File: config.mk
export PLATFORM = sky130hd
export DESIGN_NAME = conv_window_scheduler_flat
export DESIGN_NICKNAME = d
export VERILOG_FILES = /design/src/rtl/conv_window_scheduler_pkg.sv /design/src/rtl/conv_window_scheduler_if.sv /design/src/rtl/conv_window_scheduler_tag_delay.sv /design/src/rtl/conv_window_scheduler.sv /design/src/flat_wrapper.sv
export SDC_FILE = /design/constraint.sdc
export NUM_CORES = 1
export LEC_CHECK = 0
export BUFFER_PORTS_ARGS = -buffer_cell sky130_fd_sc_hd__buf_2
export CORE_ASPECT_RATIO = 1.2
export CORE_MARGIN = 2
export CORE_UTILIZATION = 40
export CTS_BUF_LIST = sky130_fd_sc_hd__clkbuf_8
export CTS_CLUSTER_SIZE = 25
export DETAILED_ROUTE_END_ITERATION = 7
export PLACE_DENSITY = 0.57
export SETUP_SLACK_MARGIN = 0.3
export SYNTH_ARGS = -nofsm -noshare
export SYNTH_HDL_FRONTEND = slang
export SYNTH_SLANG_ARGS = --single-unit
export TNS_END_PERCENT = 30
File: constraint.sdc
create_clock -name clk -period 4 [get_ports clk]
set_input_delay 0.2 -clock clk [delete_from_list [all_inputs] [get_ports clk]]
set_output_delay 0.2 -clock clk [all_outputs]
set_load 0.005 [all_outputs]
File: src/rtl/conv_window_scheduler_pkg.sv
// conv_window_scheduler_pkg: shared constants, FSM states and delay-line tag type
package conv_pkg;
    localparam int KERNEL_WIDTH   = 3;
    localparam int KERNEL_HEIGHT  = 3;
    localparam int COORD_WIDTH    = 10;
    localparam int MEM_LATENCY    = 1;
    localparam int ENGINE_LATENCY = 5;
    localparam int TOTAL_LAT      = MEM_LATENCY + ENGINE_LATENCY;

    typedef enum logic [1:0] {IDLE, RUN, DRAIN, DONE} state_t;

    typedef struct packed {
        logic                   valid;
        logic [COORD_WIDTH-1:0] x;
        logic [COORD_WIDTH-1:0] y;
        logic                   last;
    } tag_t;
endpackage

File: src/rtl/conv_window_scheduler_if.sv
// conv_window_scheduler_if: frame-start/config inputs and read/tag outputs of the scheduler
interface conv_window_scheduler_if;
    logic                            start;
    logic [conv_pkg::COORD_WIDTH-1:0] cfg_width;
    logic [conv_pkg::COORD_WIDTH-1:0] cfg_height;
    logic                            busy;
    logic                            cfg_err;
    logic                            col_rd_en;
    logic [conv_pkg::COORD_WIDTH-1:0] col_x;
    logic [conv_pkg::COORD_WIDTH-1:0] strip_y;
    logic                            out_valid;
    logic [conv_pkg::COORD_WIDTH-1:0] out_x;
    logic [conv_pkg::COORD_WIDTH-1:0] out_y;
    logic                            frame_last;
    logic                            done;

    modport master (
        output start, cfg_width, cfg_height,
        input  busy, cfg_err, col_rd_en, col_x, strip_y, out_valid, out_x, out_y, frame_last, done
    );

    modport slave (
        input  start, cfg_width, cfg_height,
        output busy, cfg_err, col_rd_en, col_x, strip_y, out_valid, out_x, out_y, frame_last, done
    );
endinterface

File: src/rtl/conv_window_scheduler_tag_delay.sv
// conv_tag_delay: fixed-depth shift register aligning read tags with engine output
module conv_tag_delay
    import conv_pkg::*;
(
    input  logic clk,
    input  logic i_clr,
    input  tag_t i_tag,
    output tag_t o_tag
);
    tag_t [TOTAL_LAT-1:0] r_pipe;

    // shift one tag per cycle; clear drops every in-flight tag
    always_ff @(posedge clk) begin
        if (i_clr) r_pipe <= '0;
        else r_pipe <= {r_pipe[TOTAL_LAT-2:0], i_tag};
    end

    assign o_tag = r_pipe[TOTAL_LAT-1];
endmodule

File: src/rtl/conv_window_scheduler.sv
// conv_window_scheduler: non-stalling strip raster scan of column reads with output tagging
module conv_window_scheduler
    import conv_pkg::*;
(
    input  logic                    clk,
    input  logic                    reset,
    conv_window_scheduler_if.slave  bus
);
    state_t                 r_state, w_next;
    logic [COORD_WIDTH-1:0] r_w, r_h, r_col_x, r_strip_y;
    logic                   r_cfg_err;
    logic                   w_illegal, w_accept, w_run, w_col_end, w_last_rd, w_tag_ok;
    tag_t                   w_in_tag, w_out_tag;

    assign w_illegal = bus.cfg_width < COORD_WIDTH'(KERNEL_WIDTH) || bus.cfg_height < COORD_WIDTH'(KERNEL_HEIGHT);
    assign w_accept  = r_state == IDLE && bus.start && !w_illegal;
    assign w_run     = r_state == RUN;
    assign w_col_end = r_col_x == r_w - COORD_WIDTH'(1);
    assign w_last_rd = w_col_end && r_strip_y == r_h - COORD_WIDTH'(KERNEL_HEIGHT);
    assign w_tag_ok  = w_run && r_col_x >= COORD_WIDTH'(KERNEL_WIDTH - 1);

    // state register
    always_ff @(posedge clk) begin
        if (reset) r_state <= IDLE;
        else r_state <= w_next;
    end

    // next state: the frame ends once the tag of the last read has left the delay line
    always_comb begin
        w_next = r_state;
        unique case (r_state)
            IDLE:    w_next = w_accept ? RUN : IDLE;
            RUN:     w_next = w_last_rd ? DRAIN : RUN;
            DRAIN:   w_next = w_out_tag.last ? DONE : DRAIN;
            default: w_next = IDLE;
        endcase
    end

    // config latch, scan counters and the rejected-start pulse
    always_ff @(posedge clk) begin
        if (reset) begin
            r_w       <= '0;
            r_h       <= '0;
            r_col_x   <= '0;
            r_strip_y <= '0;
            r_cfg_err <= 1'b0;
        end else begin
            r_cfg_err <= r_state == IDLE && bus.start && w_illegal;
            if (w_accept) begin
                r_w       <= bus.cfg_width;
                r_h       <= bus.cfg_height;
                r_col_x   <= '0;
                r_strip_y <= '0;
            end else if (w_run) begin
                r_col_x   <= w_col_end ? '0 : r_col_x + COORD_WIDTH'(1);
                r_strip_y <= w_col_end ? r_strip_y + COORD_WIDTH'(1) : r_strip_y;
            end
        end
    end

    // outputs and the tag for this cycle's read; stale leading columns get an invalid tag
    always_comb begin
        bus.busy       = w_run || r_state == DRAIN;
        bus.cfg_err    = r_cfg_err;
        bus.col_rd_en  = w_run;
        bus.col_x      = r_col_x;
        bus.strip_y    = r_strip_y;
        bus.done       = r_state == DONE;
        bus.out_valid  = w_out_tag.valid;
        bus.out_x      = w_out_tag.x;
        bus.out_y      = w_out_tag.y;
        bus.frame_last = w_out_tag.last;
        w_in_tag.valid = w_tag_ok;
        w_in_tag.x     = w_tag_ok ? r_col_x - COORD_WIDTH'(KERNEL_WIDTH - 1) : '0;
        w_in_tag.y     = w_tag_ok ? r_strip_y : '0;
        w_in_tag.last  = w_tag_ok && w_last_rd;
    end

    conv_tag_delay u_delay (
        .clk   (clk),
        .i_clr (reset),
        .i_tag (w_in_tag),
        .o_tag (w_out_tag)
    );
endmodule

File: src/flat_wrapper.sv
// flat-port wrapper written by rule: the top's interface ports become plain ports
module conv_window_scheduler_flat import conv_pkg::*;
  (clk, reset, bus_start, bus_cfg_width, bus_cfg_height, bus_busy, bus_cfg_err, bus_col_rd_en, bus_col_x, bus_strip_y, bus_out_valid, bus_out_x, bus_out_y, bus_frame_last, bus_done);
  conv_window_scheduler_if bus_i ();
  input  logic clk;
  input  logic reset;
  input wire logic [$bits(bus_i.start)-1:0] bus_start;
  input wire logic [$bits(bus_i.cfg_width)-1:0] bus_cfg_width;
  input wire logic [$bits(bus_i.cfg_height)-1:0] bus_cfg_height;
  output wire logic [$bits(bus_i.busy)-1:0] bus_busy;
  output wire logic [$bits(bus_i.cfg_err)-1:0] bus_cfg_err;
  output wire logic [$bits(bus_i.col_rd_en)-1:0] bus_col_rd_en;
  output wire logic [$bits(bus_i.col_x)-1:0] bus_col_x;
  output wire logic [$bits(bus_i.strip_y)-1:0] bus_strip_y;
  output wire logic [$bits(bus_i.out_valid)-1:0] bus_out_valid;
  output wire logic [$bits(bus_i.out_x)-1:0] bus_out_x;
  output wire logic [$bits(bus_i.out_y)-1:0] bus_out_y;
  output wire logic [$bits(bus_i.frame_last)-1:0] bus_frame_last;
  output wire logic [$bits(bus_i.done)-1:0] bus_done;
  assign bus_i.start = bus_start;
  assign bus_i.cfg_width = bus_cfg_width;
  assign bus_i.cfg_height = bus_cfg_height;
  assign bus_busy = bus_i.busy;
  assign bus_cfg_err = bus_i.cfg_err;
  assign bus_col_rd_en = bus_i.col_rd_en;
  assign bus_col_x = bus_i.col_x;
  assign bus_strip_y = bus_i.strip_y;
  assign bus_out_valid = bus_i.out_valid;
  assign bus_out_x = bus_i.out_x;
  assign bus_out_y = bus_i.out_y;
  assign bus_frame_last = bus_i.frame_last;
  assign bus_done = bus_i.done;
  conv_window_scheduler u_core (.clk(clk), .reset(reset), .bus(bus_i));
endmodule
==> results of run 1 <==
## critical path, cell delays in order (launching register included)
cell       delay (ns)
dfxtp_1          0.46
inv_1            0.10
ha_1             0.24
and2_1           0.17
o21ai_0          0.17
a31oi_1          0.15
a2111oi_4        0.60
nand2_4          0.23
or4_4            0.61
a31o_1           0.23
## layout make-up
cell class                 count  area share, %
clock inverter                13           1.65
sequential                   175           48.0
timing repair buffer          88           7.37
clock buffer                  19           3.58
multi-input combinational    394           35.3
inverter                      10          0.514
tap                          208           3.57
## worst min-delay path by stage
stage,startpoint,cells past startpoint,to,slack [ns]
after floorplan,bus_start,2,u_core.bus.cfg_err$_SDFF_PP0_,0.32
after global placement,u_core.u_delay.r_pipe[22]$_SDFF_PP0_,1,u_core.u_delay.r_pipe[44]$_SDFF_PP0_,0.42
after detailed placement,u_core.u_delay.r_pipe[104]$_SDFF_PP0_,1,u_core.u_delay.o_tag[16]$_SDFF_PP0_,0.42
after CTS,bus_cfg_width[4],3,u_core.r_w[4]$_SDFFE_PP0P_,0.003
after global routing,bus_cfg_width[4],3,u_core.r_w[4]$_SDFFE_PP0P_,0.03
final,bus_cfg_width[4],3,u_core.r_w[4]$_SDFFE_PP0P_,0.02
## what timing repair did
item                                   4_1_cts  5_1_grt
setup endpoints to repair                    0        0
resized for setup                            0        0
endpoints found under the hold margin       18        0
hold buffers                                18        0
## cell families (layout without fill, tap and decap cells)
kind of cell    Yosys count  after routing
simple gates            269            269
flops                   175            175
buf+inv                  63            130
compound gates           57             57
xor+xnor                 33             33
mux                      24             24
fa+ha+maj                11             11
## layer usage
layer / track usage [%] / up-vias / wire length (um)
met4: 6.56 / 0 / 181
met5: 0 / - / 0
li1: - / 2178 / -
met2: 23.3 / 105 / 5530
met1: 15.4 / 1931 / 4820
met3: 3.49 / 16 / 517
## state kept, by name, summed over array words and instances (netlist names)
| signal | count |
|---|---|
| u_core.bus.strip_y | 10 |
| u_core.r_state | 2 |
| u_core.bus.cfg_err | 1 |
| u_core.bus.col_x | 10 |
| u_core.u_delay.r_pipe | 110 |
| u_core.r_h | 10 |
| u_core.u_delay.o_tag | 22 |
| u_core.r_w | 10 |
## per-stage QoR
stage               hold WS [ns]  cell area [um^2]  std cells
floorplan                  0.321              6400        632
global placement           0.416              6730        857
detailed placement         0.420              6730        857
CTS                      0.00329              7300        907
global route              0.0275              7300        907
finish                    0.0206              7300        907
## power breakdown
group | total, mW | internal (mW) | switching, mW
Combinational | 0.217 | 0.0956 | 0.121
Sequential | 1.79 | 1.76 | 0.0263
Clock | 1.14 | 0.487 | 0.656
## cells in the mapped netlist (3+ instances only)
| cell type | number |
|---|---|
| nand4_1 | 10 |
| nand2_1 | 24 |
| o31ai_1 | 7 |
| inv_1 | 10 |
| nand3_1 | 7 |
| nor4_1 | 11 |
| xor2_1 | 20 |
| or3_1 | 3 |
| buf_4 | 20 |
| nand2b_1 | 5 |
| and3_1 | 5 |
| nor3_1 | 7 |
| o21ai_0 | 11 |
| and2_1 | 12 |
| xnor2_1 | 13 |
| or4_1 | 6 |
| dfxtp_1 | 175 |
| nor2_1 | 51 |
| ha_1 | 11 |
| a211oi_1 | 3 |
| nor2b_1 | 114 |
| mux2i_1 | 24 |
| clkbuf_1 | 29 |
| nand3b_1 | 3 |
| a21oi_1 | 17 |
| a31oi_1 | 6 |
==> flow_summary_export.csv, run 1 <==
group,metric,value,unit
cells_and_area,final_core_util,46.6,%
sta,grt_setup_unrepaired,"false",
yosys,ys_seq_elements,175,
critical_path,ff2ff_setup_slack,0.93,ns
route,totalWireLength,11.0,mm
yosys,synth-compound-area-share,6.04,%
sta,worst_slack,0.933,ns
power,power_density,431,nW/um^2
route,remaining_drc_errors,0,
grt,grt_pass1_wl,18.3,mm
floorplanning,die_w,119,um
yosys,netlist.area_leader.share,54.8,%
flow_run,drv_cap,0,
hold_path,hold_path_class,"in2reg",
yosys,synthMuxAreaShare,3.75,%
clock_tree,clk_pin_slew,0.09,ns
yosys,synthesis.instances,632,
yosys,synth-edff-count,0,
yosys,synth_top_cell_by_area,"dfxtp_1",
critical_path,worstReg2RegEnd,"u_core.r_state[0]$_SDFF_PP0_",
placed_design,dp_slack,1.01,ns
grt,grt_start_max_net_pins,104,
sta,setup_tns,0,ns
critical_path,path_class,"reg2reg",
sta,setup_viol,0,
yosys,syn_avg_cell_area,10.1,um^2
critical_path,arrival,3.41,ns
power,vdd_ir_drop_max,0.178,mV
floorplanning,design.core.area,15600,um^2
grt,grt_pass1_vias,3928,
route,routedWlPerCell,12.2,um
yosys,yosys_warnings,0,
clock_tree,cts_buffer_depth,2,
placed_design,place.gp.congestion,0.813,
placed_design,port_buffers,68,
sta,hold_viol_final,0,
sta,slew_headroom,37.5,%
yosys,synth_simple_gate_area_share,23.8,%
critical_path,worstPathRequired,4.35,ns
cells_and_area,nFillCells,1499,
yosys,synth_seq_area_share,54.8,%
critical_path,crit_fanout,19,
route,ant_nets,0,
grt,antenna_found_initial,0,
sta,drv_slew,0,
yosys,synthAdderAreaFrac,2.15,%
cells_and_area,multiInputGateArea,2570,um^2
cells_and_area,final_cell_mix,"dfxtp_1, nor2b_1, buf_2, nor2_1",
power,p_leak,3.10,nW
route,drt_iter0_markers,199,
clock_tree,root_buffer,"clkbuf_8",
critical_path,startpoint,"u_core.r_w[0]$_SDFFE_PP0P_",
floorplanning,start_util,40.9,%
route,drt_pass1_iterations,4,
yosys,syn_area,6400,um^2
sta,skew,0.0119,ns
status,status,"finished clean",
floorplanning,die_area,17000,um^2
yosys,ys_types,49,
critical_path,worstRegToRegCells,9,
yosys,synthArstFlopShare,0,%
clock_tree,post-cts-setup-buffer-count,0,
grt,track_usage,13.5,%
critical_path,rr_startpoint,"u_core.r_w[0]$_SDFFE_PP0P_",
power,p_total,3.14,mW
floorplanning,die_h,143,um
yosys,synth_xor_area_share,4.52,%
clock_tree,cts.sinks,175,
floorplanning,io_pins,69,
yosys,synth_fp_nets,666,
clock_tree,insertion_delay,0.45,ns
route,drt-vias-per-instance,4.66,
cells_and_area,nets,720,
critical_path,worst_setup_path_end_kind,"flop",
yosys,synth_top_family_by_area,"simple AND/OR/NAND/NOR gates",
clock_tree,cts_inserted_buffers,17,
route,vias,4230,
grt,overflow,0,
clock_tree,cts_tree,"done",
sta,min_period,3.07,ns
sta,fin_crit_sh,76.7,%
clock_tree,htree_levels,4,
cells_and_area,diodes,0,
yosys,ys.flop_type,"dfxtp_1",
yosys,yosys-top-cells-area,"dfxtp_1, nor2b_1, mux2i_1, nor2_1, xor2_1",
cells_and_area,drive_above_1_share,15.6,%
critical_path,endpoint,"u_core.r_state[0]$_SDFF_PP0_",
sta,fmax,326,MHz
sta,worstMarginPinSlew,0.937,ns
floorplanning,rows,50,
placed_design,dp_hpwl,7.49,mm
cells_and_area,layout_commonest_cell,"dfxtp_1",
critical_path,start_kind,"flop",
cells_and_area,area_delta_synth_final,14.0,%
cells_and_area,regArea,3500,um^2
(Power assumes the default switching activity.)
==> inputs of run 2 (changes only) <==
Settings changed: PLACE_DENSITY 0.57 to 0.59.
Clock period 4 ns to 2.7 ns, I/O delays scaled along.
==> flow_summary_export.csv, run 2 (synthesis results as in run 1) <==
group,metric,value,unit
status,status,"finished clean",
sta,skew,0.0138,ns
floorplanning,io_pins,69,
route,vias,4385,
grt,grt_pass1_wl,19.3,mm
power,vdd_ir_drop_max,0.287,mV
cells_and_area,largest_register_ffs,110,
grt,grt_pass1_vias,4199,
power,switching_share,23.5,%
sta,drv_slew,0,
route,drt_iter0_markers,194,
critical_path,worst_setup_path_end_kind,"flop",
clock_tree,cts_tree,"done",
sta,setup_tns,0,ns
critical_path,crit_fanout,7,
cells_and_area,nFillCells,1471,
critical_path,arrival,2.91,ns
grt,track_usage,14.2,%
floorplanning,design.core.area,15600,um^2
critical_path,startpoint,"u_core.r_w[1]$_SDFFE_PP0P_",
cells_and_area,multiInputGateArea,2710,um^2
floorplanning,start_util,40.9,%
cells_and_area,final_cell_mix,"dfxtp_1, nor2b_1, buf_2, nor2_1",
sta,setup_viol,0,
floorplanning,rows,50,
placed_design,dp_hpwl,7.59,mm
placed_design,dp_cells,869,
cells_and_area,regArea,3520,um^2
cells_and_area,nets,745,
critical_path,worstPathRequired,3.04,ns
route,totalWireLength,11.8,mm
critical_path,worstReg2RegEnd,"u_core.r_state[0]$_SDFF_PP0_",
placed_design,port_buffers,68,
power,clockPowerShare,36.6,%
floorplanning,die_area,17000,um^2
grt,antenna_found_initial,0,
critical_path,rr_startpoint,"u_core.r_w[1]$_SDFFE_PP0P_",
hold_path,hold_path_class,"in2reg",
clock_tree,cts_buffer_depth,2,
power,p_leak,3.28,nW
critical_path,worstRegToRegCells,8,
sta,min_period,2.58,ns
clock_tree,insertion_delay,0.44,ns
cells_and_area,regMostFlops,"u_core.u_delay.r_pipe",
grt,overflow,0,
sta,fmax,388,MHz
floorplanning,die_w,119,um
power,intPower,3.68,mW
cells_and_area,fin_cells,929,
route,drt-vias-per-instance,4.72,
sta,grt_setup_unrepaired,"true",
sta,fin_crit_sh,95.4,%
power,power_switching,1.13,mW
route,remaining_drc_errors,0,
placed_design,place.gp.congestion,0.862,
sta,slew_headroom,39.2,%
grt,grt_start_max_net_pins,103,
sta,hold_viol_final,0,
critical_path,path_class,"reg2reg",
cells_and_area,area_delta_synth_final,19.5,%
placed_design,dp_slack,0.110,ns
cells_and_area,drive_above_1_share,20.8,%
sta,whs,0.0839,ns
critical_path,ff2ff_setup_slack,0.12,ns
cells_and_area,diodes,0,
power,power_frac_comb,8.4,%
sta,worst_slack,0.125,ns
clock_tree,cts_inserted_buffers,17,
clock_tree,cts.sinks,175,
route,ant_nets,0,
critical_path,start_kind,"flop",
clock_tree,root_buffer,"clkbuf_8",
flow_run,drv_cap,0,
route,routedWlPerCell,12.7,um
critical_path,endpoint,"u_core.r_state[0]$_SDFF_PP0_",
floorplanning,die_h,143,um
clock_tree,clk_pin_slew,0.09,ns
cells_and_area,layout_commonest_cell,"dfxtp_1",
clock_tree,htree_levels,4,
power,power_density,629,nW/um^2
route,drt_pass1_iterations,4,
power,seq_power_share,55.1,%
sta,worstMarginPinSlew,0.912,ns
run 2: area by class of cell:
class | instances | share of cell area, %
clock buffers | 20 | 3.60
inverters | 10 | 0.524
repair buffers | 112 | 9.59
flip-flops and latches | 175 | 46.0
clock inverters | 9 | 1.46
multi-input cells | 395 | 35.4
well taps | 208 | 3.40
run 2: worst min-delay path by stage:
stage | from | endpoint | slack [ns] | depth (start not counted)
2_1_floorplan | bus_start | u_core.bus.cfg_err$_SDFF_PP0_ | 0.26 | 2
3_3_place_gp | bus_start | u_core.bus.cfg_err$_SDFF_PP0_ | 0.37 | 3
3_5_place_dp | bus_start | u_core.bus.cfg_err$_SDFF_PP0_ | 0.38 | 3
4_1_cts | reset | u_core.r_w[1]$_SDFFE_PP0P_ | 0.06 | 2
5_1_grt | reset | u_core.u_delay.r_pipe[45]$_SDFF_PP0_ | 0.08 | 2
6_report | reset | u_core.r_w[9]$_SDFFE_PP0P_ | 0.08 | 2
run 2: repair_timing:
action | 4_1_cts | 5_1_grt
endpoints found under the hold margin | 21 | 0
gates resized for setup | 10 | 16
hold buffers | 21 | 0
gates cloned | 1 | 0
pin swaps | 3 | 6
endpoints found under the setup margin | 9 | 23
setup buffers | 7 | 2
run 2: power by group through the flow:
stage               sequential (mW)  combinational [mW]  clock, mW
finish                         2.65               0.402       1.76
global route                   2.65               0.441       1.92
CTS                            2.64               0.379       1.82
detailed placement             2.70               0.336          0
global placement               2.70               0.323          0
floorplan                      2.69               0.255          0
run 2: layer usage:
layer	vias to the layer above	track usage, %	routed length [um]
met4	0	6.69	253
met2	131	25.4	5920
li1	2230	-	-
met1	2005	15.6	4920
met5	-	0	0
met3	19	3.85	694
run 2: critical path, stage by stage (launching register included):
cell and delay, ns:
dfxtp_4 0.38, or4_4 0.54, a31oi_4 0.18, o31ai_4 0.10, a2111oi_4 0.33, buf_4 0.18
nand2_4 0.07, or4_4 0.45, a31o_1 0.23
run 2: stage by stage:
stage	area [um^2]	power [mW]	utilization [%]
final	7640	4.81	48.9
after floorplan	6440	2.95	-
after CTS	7570	4.84	48.4
after global placement	6870	3.02	43.9
after detailed placement	6870	3.04	43.9
after global routing	7640	5.02	48.9
